--- src/rtl/hls_run_sequencer.sv ---
// ----------------------------------------------------------------------------
// hls_run_sequencer
//
// Command-driven controller that sequences one Bambu-generated `main`
// accelerator. The host issues byte writes, byte reads and run requests on a
// valid/ready command channel. Every completed command produces exactly one
// response on a valid/ready response channel.
//
// Ports
//   clock, reset        : single rising-edge clock, synchronous active-high reset
//   cmd_valid/cmd_ready : command handshake
//   cmd_op              : 0 write byte, 1 read byte, 2 run, 3 reserved
//   cmd_addr, cmd_wdata : slave byte address and write data
//   rsp_valid/rsp_ready : response handshake
//   rsp_data            : read data (0 for other ops)
//   rsp_cycles          : run length in cycles (0 for memory ops)
//   rsp_status          : 0 ok, 1 run timeout, 2 memory timeout, 3 illegal op
//   acc_reset_n         : accelerator reset, active-low
//   start_port          : accelerator start pulse
//   done_port           : accelerator done
//   S_* / Sout_*        : two-channel slave memory port; only channel 0 is used
// ----------------------------------------------------------------------------
module hls_run_sequencer #(
    parameter int ADDR_W      = 7,
    parameter int DATA_W      = 8,
    parameter int SIZE_W      = 4,
    parameter int TIMEOUT     = 200000000,
    parameter int MEM_TIMEOUT = 16
) (
    input  logic                  clock,
    input  logic                  reset,

    input  logic                  cmd_valid,
    output logic                  cmd_ready,
    input  logic [1:0]            cmd_op,
    input  logic [ADDR_W-1:0]     cmd_addr,
    input  logic [DATA_W-1:0]     cmd_wdata,

    output logic                  rsp_valid,
    input  logic                  rsp_ready,
    output logic [DATA_W-1:0]     rsp_data,
    output logic [31:0]           rsp_cycles,
    output logic [1:0]            rsp_status,

    output logic                  acc_reset_n,
    output logic                  start_port,
    input  logic                  done_port,

    output logic [1:0]            S_oe_ram,
    output logic [1:0]            S_we_ram,
    output logic [2*ADDR_W-1:0]   S_addr_ram,
    output logic [2*DATA_W-1:0]   S_Wdata_ram,
    output logic [2*SIZE_W-1:0]   S_data_ram_size,
    input  logic [2*DATA_W-1:0]   Sout_Rdata_ram,
    input  logic [1:0]            Sout_DataRdy
);

    typedef enum logic [2:0] {
        IDLE,
        MEM_REQ,
        MEM_WAIT,
        ACC_RST,
        START,
        RUN,
        RESP
    } state_t;

    localparam logic [1:0] OP_WRITE   = 2'd0;
    localparam logic [1:0] OP_READ    = 2'd1;
    localparam logic [1:0] OP_RUN     = 2'd2;

    localparam logic [1:0] ST_OK      = 2'd0;
    localparam logic [1:0] ST_RUN_TO  = 2'd1;
    localparam logic [1:0] ST_MEM_TO  = 2'd2;
    localparam logic [1:0] ST_ILLEGAL = 2'd3;

    localparam int                 WCNT_W    = $clog2(MEM_TIMEOUT + 1);
    localparam logic [WCNT_W-1:0]  MEM_TO_C  = WCNT_W'(MEM_TIMEOUT);
    localparam logic [31:0]        RUN_TO_C  = 32'(TIMEOUT);
    localparam logic [SIZE_W-1:0]  BYTE_BITS = SIZE_W'(8);

    state_t              state_reg;
    logic [1:0]          op_reg;

    logic                cmd_ready_reg;
    logic                rsp_valid_reg;
    logic [DATA_W-1:0]   rsp_data_reg;
    logic [31:0]         rsp_cycles_reg;
    logic [1:0]          rsp_status_reg;

    logic                acc_reset_n_reg;
    logic                start_reg;

    // Channel-0 slave request registers; they are only non-zero in MEM_REQ.
    logic                s_oe_reg;
    logic                s_we_reg;
    logic [ADDR_W-1:0]   s_addr_reg;
    logic [DATA_W-1:0]   s_wdata_reg;
    logic [SIZE_W-1:0]   s_size_reg;

    // Second ACC_RST cycle marker.
    logic                rst_phase_reg;
    // MEM_WAIT cycle number, 1-based.
    logic [WCNT_W-1:0]   wait_cnt_reg;
    // Run length counter; equals 1 during the start_port cycle.
    logic [31:0]         cycle_cnt_reg;
    // Set for the single cycle in which the accelerator is reset after a run
    // timeout; the timeout response follows in the next cycle.
    logic                to_pulse_reg;

    // Channel-1 return path is never consulted.
    logic [DATA_W:0]     unused_inputs;
    assign unused_inputs = {Sout_Rdata_ram[2*DATA_W-1:DATA_W], Sout_DataRdy[1]};

    always_ff @(posedge clock) begin
        if (reset) begin
            state_reg       <= IDLE;
            op_reg          <= 2'd0;
            cmd_ready_reg   <= 1'b0;
            rsp_valid_reg   <= 1'b0;
            rsp_data_reg    <= '0;
            rsp_cycles_reg  <= '0;
            rsp_status_reg  <= ST_OK;
            acc_reset_n_reg <= 1'b0;
            start_reg       <= 1'b0;
            s_oe_reg        <= 1'b0;
            s_we_reg        <= 1'b0;
            s_addr_reg      <= '0;
            s_wdata_reg     <= '0;
            s_size_reg      <= '0;
            rst_phase_reg   <= 1'b0;
            wait_cnt_reg    <= '0;
            cycle_cnt_reg   <= '0;
            to_pulse_reg    <= 1'b0;
        end else begin
            // Single-cycle strobes and the slave request fall back to idle
            // values unless a state below asserts them.
            acc_reset_n_reg <= 1'b1;
            start_reg       <= 1'b0;
            s_oe_reg        <= 1'b0;
            s_we_reg        <= 1'b0;
            s_addr_reg      <= '0;
            s_wdata_reg     <= '0;
            s_size_reg      <= '0;

            case (state_reg)
                IDLE: begin
                    cmd_ready_reg <= 1'b1;
                    if (cmd_valid && cmd_ready_reg) begin
                        cmd_ready_reg  <= 1'b0;
                        op_reg         <= cmd_op;
                        rsp_data_reg   <= '0;
                        rsp_cycles_reg <= '0;
                        rsp_status_reg <= ST_OK;
                        case (cmd_op)
                            OP_WRITE, OP_READ: begin
                                s_we_reg    <= (cmd_op == OP_WRITE);
                                s_oe_reg    <= (cmd_op == OP_READ);
                                s_addr_reg  <= cmd_addr;
                                s_wdata_reg <= (cmd_op == OP_WRITE) ? cmd_wdata : '0;
                                s_size_reg  <= BYTE_BITS;
                                state_reg   <= MEM_REQ;
                            end
                            OP_RUN: begin
                                acc_reset_n_reg <= 1'b0;
                                rst_phase_reg   <= 1'b0;
                                state_reg       <= ACC_RST;
                            end
                            default: begin
                                rsp_status_reg <= ST_ILLEGAL;
                                rsp_valid_reg  <= 1'b1;
                                state_reg      <= RESP;
                            end
                        endcase
                    end
                end

                MEM_REQ: begin
                    wait_cnt_reg <= WCNT_W'(1);
                    state_reg    <= MEM_WAIT;
                end

                MEM_WAIT: begin
                    if (Sout_DataRdy[0]) begin
                        if (op_reg == OP_READ) begin
                            rsp_data_reg <= Sout_Rdata_ram[DATA_W-1:0];
                        end
                        rsp_status_reg <= ST_OK;
                        rsp_valid_reg  <= 1'b1;
                        state_reg      <= RESP;
                    end else if (wait_cnt_reg == MEM_TO_C) begin
                        rsp_data_reg   <= '0;
                        rsp_status_reg <= ST_MEM_TO;
                        rsp_valid_reg  <= 1'b1;
                        state_reg      <= RESP;
                    end else begin
                        wait_cnt_reg <= wait_cnt_reg + WCNT_W'(1);
                    end
                end

                ACC_RST: begin
                    if (!rst_phase_reg) begin
                        rst_phase_reg   <= 1'b1;
                        acc_reset_n_reg <= 1'b0;
                    end else begin
                        start_reg     <= 1'b1;
                        cycle_cnt_reg <= 32'd1;
                        state_reg     <= START;
                    end
                end

                START: begin
                    if (cycle_cnt_reg < RUN_TO_C) begin
                        cycle_cnt_reg <= cycle_cnt_reg + 32'd1;
                    end
                    state_reg <= RUN;
                end

                RUN: begin
                    if (to_pulse_reg) begin
                        to_pulse_reg   <= 1'b0;
                        rsp_cycles_reg <= RUN_TO_C;
                        rsp_status_reg <= ST_RUN_TO;
                        rsp_valid_reg  <= 1'b1;
                        state_reg      <= RESP;
                    end else if (done_port) begin
                        rsp_cycles_reg <= cycle_cnt_reg;
                        rsp_status_reg <= ST_OK;
                        rsp_valid_reg  <= 1'b1;
                        state_reg      <= RESP;
                    end else if (cycle_cnt_reg >= RUN_TO_C) begin
                        // Counter holds at TIMEOUT; knock the accelerator back
                        // into reset before reporting.
                        acc_reset_n_reg <= 1'b0;
                        to_pulse_reg    <= 1'b1;
                    end else begin
                        cycle_cnt_reg <= cycle_cnt_reg + 32'd1;
                    end
                end

                RESP: begin
                    if (rsp_ready) begin
                        rsp_valid_reg <= 1'b0;
                        cmd_ready_reg <= 1'b1;
                        state_reg     <= IDLE;
                    end
                end

                default: begin
                    state_reg <= IDLE;
                end
            endcase
        end
    end

    assign cmd_ready   = cmd_ready_reg;
    assign rsp_valid   = rsp_valid_reg;
    assign rsp_data    = rsp_data_reg;
    assign rsp_cycles  = rsp_cycles_reg;
    assign rsp_status  = rsp_status_reg;
    assign acc_reset_n = acc_reset_n_reg;
    assign start_port  = start_reg;

    // Slave port lanes: channel 0 carries the request registers, channel 1
    // is permanently idle.
    genvar gi;
    generate
        for (gi = 0; gi < 2; gi++) begin : g_chan
            if (gi == 0) begin : g_used
                assign S_oe_ram[gi]                           = s_oe_reg;
                assign S_we_ram[gi]                           = s_we_reg;
                assign S_addr_ram[gi*ADDR_W +: ADDR_W]        = s_addr_reg;
                assign S_Wdata_ram[gi*DATA_W +: DATA_W]       = s_wdata_reg;
                assign S_data_ram_size[gi*SIZE_W +: SIZE_W]   = s_size_reg;
            end else begin : g_tied
                assign S_oe_ram[gi]                           = 1'b0;
                assign S_we_ram[gi]                           = 1'b0;
                assign S_addr_ram[gi*ADDR_W +: ADDR_W]        = '0;
                assign S_Wdata_ram[gi*DATA_W +: DATA_W]       = '0;
                assign S_data_ram_size[gi*SIZE_W +: SIZE_W]   = '0;
            end
        end
    endgenerate

endmodule
--- config.mk ---
export PLATFORM = sky130hd
export DESIGN_NAME = hls_run_sequencer
export DESIGN_NICKNAME = d
export VERILOG_FILES = /design/src/rtl/hls_run_sequencer.sv
export SDC_FILE = /design/constraint.sdc
export NUM_CORES = 1
export LEC_CHECK = 0
export CELL_PAD_IN_SITES_DETAIL_PLACEMENT = 0
export CELL_PAD_IN_SITES_GLOBAL_PLACEMENT = 1
export CORE_MARGIN = 3
export CORE_UTILIZATION = 33
export CTS_BUF_LIST = sky130_fd_sc_hd__clkbuf_8
export CTS_CLUSTER_DIAMETER = 30
export DETAILED_ROUTE_END_ITERATION = 16
export GPL_TIMING_DRIVEN = 0
export PLACE_DENSITY_LB_ADDON = 0.1
export SLEW_MARGIN = 25
export SYNTH_ARGS = -nofsm -noshare
export SYNTH_HDL_FRONTEND = slang
export SYNTH_SLANG_ARGS = --single-unit
--- constraint.sdc ---
create_clock -name clock -period 2.18 [get_ports clock]
set_input_delay 0.654 -clock clock [delete_from_list [all_inputs] [get_ports clock]]
set_output_delay 0.654 -clock clock [all_outputs]
set_load 0.03 [all_outputs]
# After elaboration in Yosys (flattened, before gate mapping)
# Index checks and enable logic that the tools add are counted.
[word_totals]
in_bits = 40
ff_bits = 111
elab_cells = 137
[classes]
eq_ne = 24
n_reduce_logical = 27
n_mux = 59
n_bitwise = 5
order_cmp = 2
add_sub_neg = 2
[op_table]
columns = ["op", "count"]
rows = [
  ["32-bit two-way mux", 8],
  ["32-bit case mux with 3 select lines", 1],
  ["32-bit case mux with 2 select lines", 1],
  ["32-bit by 1-bit adder with 32-bit output (second input constant)", 1],
  ["32-bit by 28-bit greater-or-equal comparator with 1-bit output (second input constant)", 1],
  ["32-bit by 28-bit < comparator with 1-bit output (second input constant)", 1],
  ["8-bit two-way mux", 4],
  ["3-bit two-way mux", 7],
  ["3-bit case mux with 7 select lines", 1],
  ["1-bit two-way mux", 20],
  ["2-bit inequality test (second input constant)", 10],
  ["8-bit case mux with 2 select lines", 1],
  ["2-bit two-way mux", 6],
  ["6-bit AND reduction", 2],
  ["5-bit two-way mux", 2],
  ["5-bit case mux with 2 select lines", 1],
  ["2-bit nonzero test", 5],
  ["3-bit equality test (second input constant)", 3],
  ["3-bit inequality test (second input constant)", 3],
  ["3-bit AND reduction", 3],
  ["4-bit AND reduction", 2],
  ["3-bit by 2-bit equality test with 1-bit output (second input constant)", 2],
  ["2-bit case mux with 3 select lines", 1],
  ["3-bit case mux with 2 select lines", 1],
  ["22 further kinds", 32],
]

# Depth between registers and ports, before layout
[logic_depth]
depth_word = 5
ltp_mapped = 8

# Worst setup path before layout
# Ideal clock, no wire load.
[synth_path]
kind = "input -> register"
startpoint = "in cmd_valid"
endpoint = "reg rsp_cycles_reg[11], in the netlist rsp_cycles[11]"
setup_slack_ns = 0.099
t_arrival_ns = 2.011
cell_stages = 7
n_path_buf = 1
cell_sequence = "and2_1 > o32a_1 > nor2_1 > a211oi_2 > clkbuf_1 > nand3_1 > a21oi_1"
[synth_between]
elab_chain_cells = 3
[synth_rtl]
columns = ["element", "line", "source"]
rows = [
  ["from (decl)", "33", "input logic cmd_valid,"],
  ["1-bit logical AND", "149", "if (cmd_valid && cmd_ready_reg) begin"],
  ["2-bit inequality test (no source line)", "n/a", ""],
  ["3-bit AND reduction (no source line)", "n/a", ""],
  ["to (signal assigned)", "227", "rsp_cycles_reg <= cycle_cnt_reg;"],
  ["to (decl)", "88", "logic [31:0] rsp_cycles_reg;"],
]
# Every way passes these cells.
# A chain may end at the register's enable or synchronous reset.

# Worst setup path in the final report
[layout_path]
startpoint = "in cmd_valid"
endpoint = "reg rsp_cycles_reg[3], in the netlist rsp_cycles[3]"
# Same word-level chain as after synthesis.

==> impl_metrics.tcl <==
set metrics [dict create \
    cts.clk_slew.worst_paths_ns 0.10 \
    ir_drop_mv 0.4509 \
    holdPathStages 2 \
    cts_sinks 108 \
    utilization 0.4540 \
    layout-drive-gt1-share 0.1826 \
    setup_viol 0 \
    p_leak_nw 2.414 \
    synth_edf_count 0 \
    hold_path_class "reg2reg" \
    core_um2 14590 \
    wl_met2_mm 6.626 \
    final_antenna_net_count 0 \
    gp_congestion 0.8209 \
    yosys_register_bits 108 \
    grt_max_degree 19 \
    highest_layer "met4" \
    wl_per_cell_um 15.56 \
    postSynthAreaPerCell_um2 8.472 \
    tightestPinTransition_ns 0.5424 \
    antenna_cells 0 \
    root_buffer "clkbuf_8" \
    r2r_setup_slack_ns 0.10 \
    nets 763 \
    vias 4589 \
    nFillCells 1465 \
    area_growth_pct 34.57 \
    maxCapViolCount 0 \
    grt_pass1_vias 4262 \
    path_max_fanout 7 \
    synthCells 581 \
    insertion_delay_ns 0.39 \
    end_kind "flip-flop" \
    grt_pass1_wl_mm 22.23 \
    hpwl_mm 10.33 \
    cts_hold_buf 0 \
    drt_iter0_markers 234 \
    hold_path_end "rsp_cycles[29]" \
    antenna_found_initial 0 \
    status "finished, final reports clean" \
    finClkSkew_ns 0.01151 \
    die_x_um 128.1 \
    pre_cts_ws_ns -0.9198 \
    hold_violations 0 \
    max_freq_mhz 472.3 \
    drc 0 \
    first_pass_iters 4 \
    instances_no_fill 907 \
    relSlewSlack 0.6384 \
    multiInputGateArea_um2 2569 \
    route.met3.wl_um 752 \
    ff_latch_area_um2 2181 \
    post_drt_via_cell_ratio 5.060 \
    design.die.area_um2 16420 \
    seq_area_frac_synth 0.4392 \
    die_h_um 128.1 \
    synth_async_sr_flop_share 0 \
    portBuffers 93 \
    syn_area_um2 4922 \
    r2r-end "cycle_cnt_reg[22]" \
    grt-ovfl-total 0 \
    crit_type "in2reg" \
    crit_required_ns 2.51 \
    period_share 0.9713 \
    cts-buffers-inserted 9 \
    yosysUniqueCellTypes 61 \
    hold_start "rsp_cycles[29]" \
    synthFlopType "dfxtp_1" \
    regToRegStartpoint "cycle_cnt_reg[28]" \
    m1WireLength_mm 6.537 \
    cp.arrival_ns 2.44 \
    ctsHtreeMaxLevel 3 \
    hold_ws_ns 0.4563 \
    grtUsageTotal 0.1689 \
    ioPinCount 128 \
    ctsLongestPathBuffers 2 \
    slew_viol_final 0 \
    rr_worst_depth 6 \
    layout_min_cycle_time_ns 2.118 \
    wirelength_mm 14.11 \
    placementRows 44 \
    power_density_nw_per_um2 899.2 \
    yosys_warnings 0 \
    dp_cells 881 \
    start_kind "input port" \
    cts_tree "yes" \
    fin_ws_ns 0.06249 \
    start_util 0.3374 \
]
==> layout by cell type (no fill, tap or decap), drive strengths merged, types with 2 or more instances in the layout <==
cell	count
dfxtp	108
clkdlybuf4s50	92
a21oi	62
nand2	61
buf	53
nand3	47
nor2	41
o21ai	41
clkbuf	29
conb	24
and2	24
o31ai	19
inv	16
a31oi	9
nand4	8
and3	8
or3	6
o211ai	5
nand2b	5
nor3	5
nor4	5
a22oi	4
mux2i	4
ha	4
nand3b	3
xor2	3
o41ai	3
nor2b	3
or2	3
o21a	2
a221oi	2
a21o	2
a311oi	2
o2111ai	2
==> cells by family (layout without fill, tap and decap cells) <==
kind of cell               count (synthesis)  after routing  share of synthesized area
adders and majority gates                  4              4                    0.01017
AOI/OAI and AO/OA                        163            163                     0.2245
xor gates and xnor gates                   3              3                   0.005339
other                                      1             24                  0.0007619
and+or+nand+nor                          224            224                     0.2311
muxes                                      4              4                   0.008135
buffers and inverters                     74            193                    0.08083
DFF                                      108            108                     0.4392
==> per-stage QoR <==
| step | power (mW) | setup TNS (ns) | area (um2) |
|---|---|---|---|
| floorplan | 3.662 | 0 | 5009 |
| global placement | 4.322 | -61.69 | 6170 |
| detailed placement | 4.326 | -63.50 | 6170 |
| CTS | 5.756 | 0 | 6524 |
| global route | 6.337 | -0.02715 | 6624 |
| finish | 5.956 | 0 | 6624 |
==> per-layer routing <==
layer / up-vias / global-route usage
met2: 137 / 0.2800
met5: - / 0
met3: 18 / 0.03417
li1: 2290 / -
met1: 2144 / 0.2234
met4: 0 / 0.04682
==> final cells by class <==
type / count / area share
buffer: 56 / 0.05459
tap: 184 / 0.03476
clock inverter: 5 / 0.006800
inverter: 13 / 0.007367
clock buffer: 10 / 0.02078
sequential: 108 / 0.3292
timing repair buffer: 109 / 0.1587
multi-input combinational: 422 / 0.3878
==> cells in the mapped netlist, types with 6 or more instances <==
cell type / number / area (um2)
o21ai_1: 18 / 90.09
buf_4: 26 / 195.2
clkbuf_1: 23 / 86.33
inv_1: 13 / 48.80
o21ai_0: 23 / 115.1
and2_1: 24 / 150.1
nand4_1: 8 / 50.05
nand2_1: 60 / 225.2
dfxtp_1: 108 / 2162
o31ai_2: 18 / 225.2
and3_1: 8 / 50.05
a31oi_1: 9 / 56.30
buf_2: 6 / 30.03
nor2_1: 41 / 153.9
nand3_1: 47 / 235.2
or3_1: 6 / 37.54
a21oi_1: 61 / 305.3
==> power by group <==
part           switching, mW  total (mW)  internal, mW
Combinational           1.60        2.59         0.987
Sequential             0.103        2.18          2.08
Clock                  0.728        1.19         0.459
==> critical path, stage by stage <==
cell,delay (ns)
clkdlybuf4s50_1,0.45
and2_2,0.20
o32a_1,0.22
nor2_4,0.09
a211oi_4,0.25
buf_4,0.17
buf_2,0.15
nand3_1,0.10
a21oi_1,0.14
==> how the worst max path moves through the flow <==
stage / from / endpoint / slack [ns] / depth (start not counted)
final: cmd_valid / rsp_cycles[3] / 0.06 / 9
after global routing: cmd_valid / rsp_cycles[27] / -0.02 / 9
after CTS: cmd_valid / rsp_cycles[30] / 0.002 / 8
after detailed placement: reset / cycle_cnt_reg[23] / -0.92 / 8
after global placement: reset / cycle_cnt_reg[2] / -0.91 / 8
after floorplan: cmd_valid / rsp_cycles[11] / 0.1 / 7
==> repair_timing <==
| item | 4_1_cts | 5_1_grt |
|---|---|---|
| endpoints found under the setup margin | 81 | 79 |
| pin swaps | 6 | 4 |
| buffers inserted | 11 | 4 |
| gates cloned | 0 | 1 |
| gates resized for setup | 24 | 37 |
Note: power is estimated with default switching activity, not from simulation.
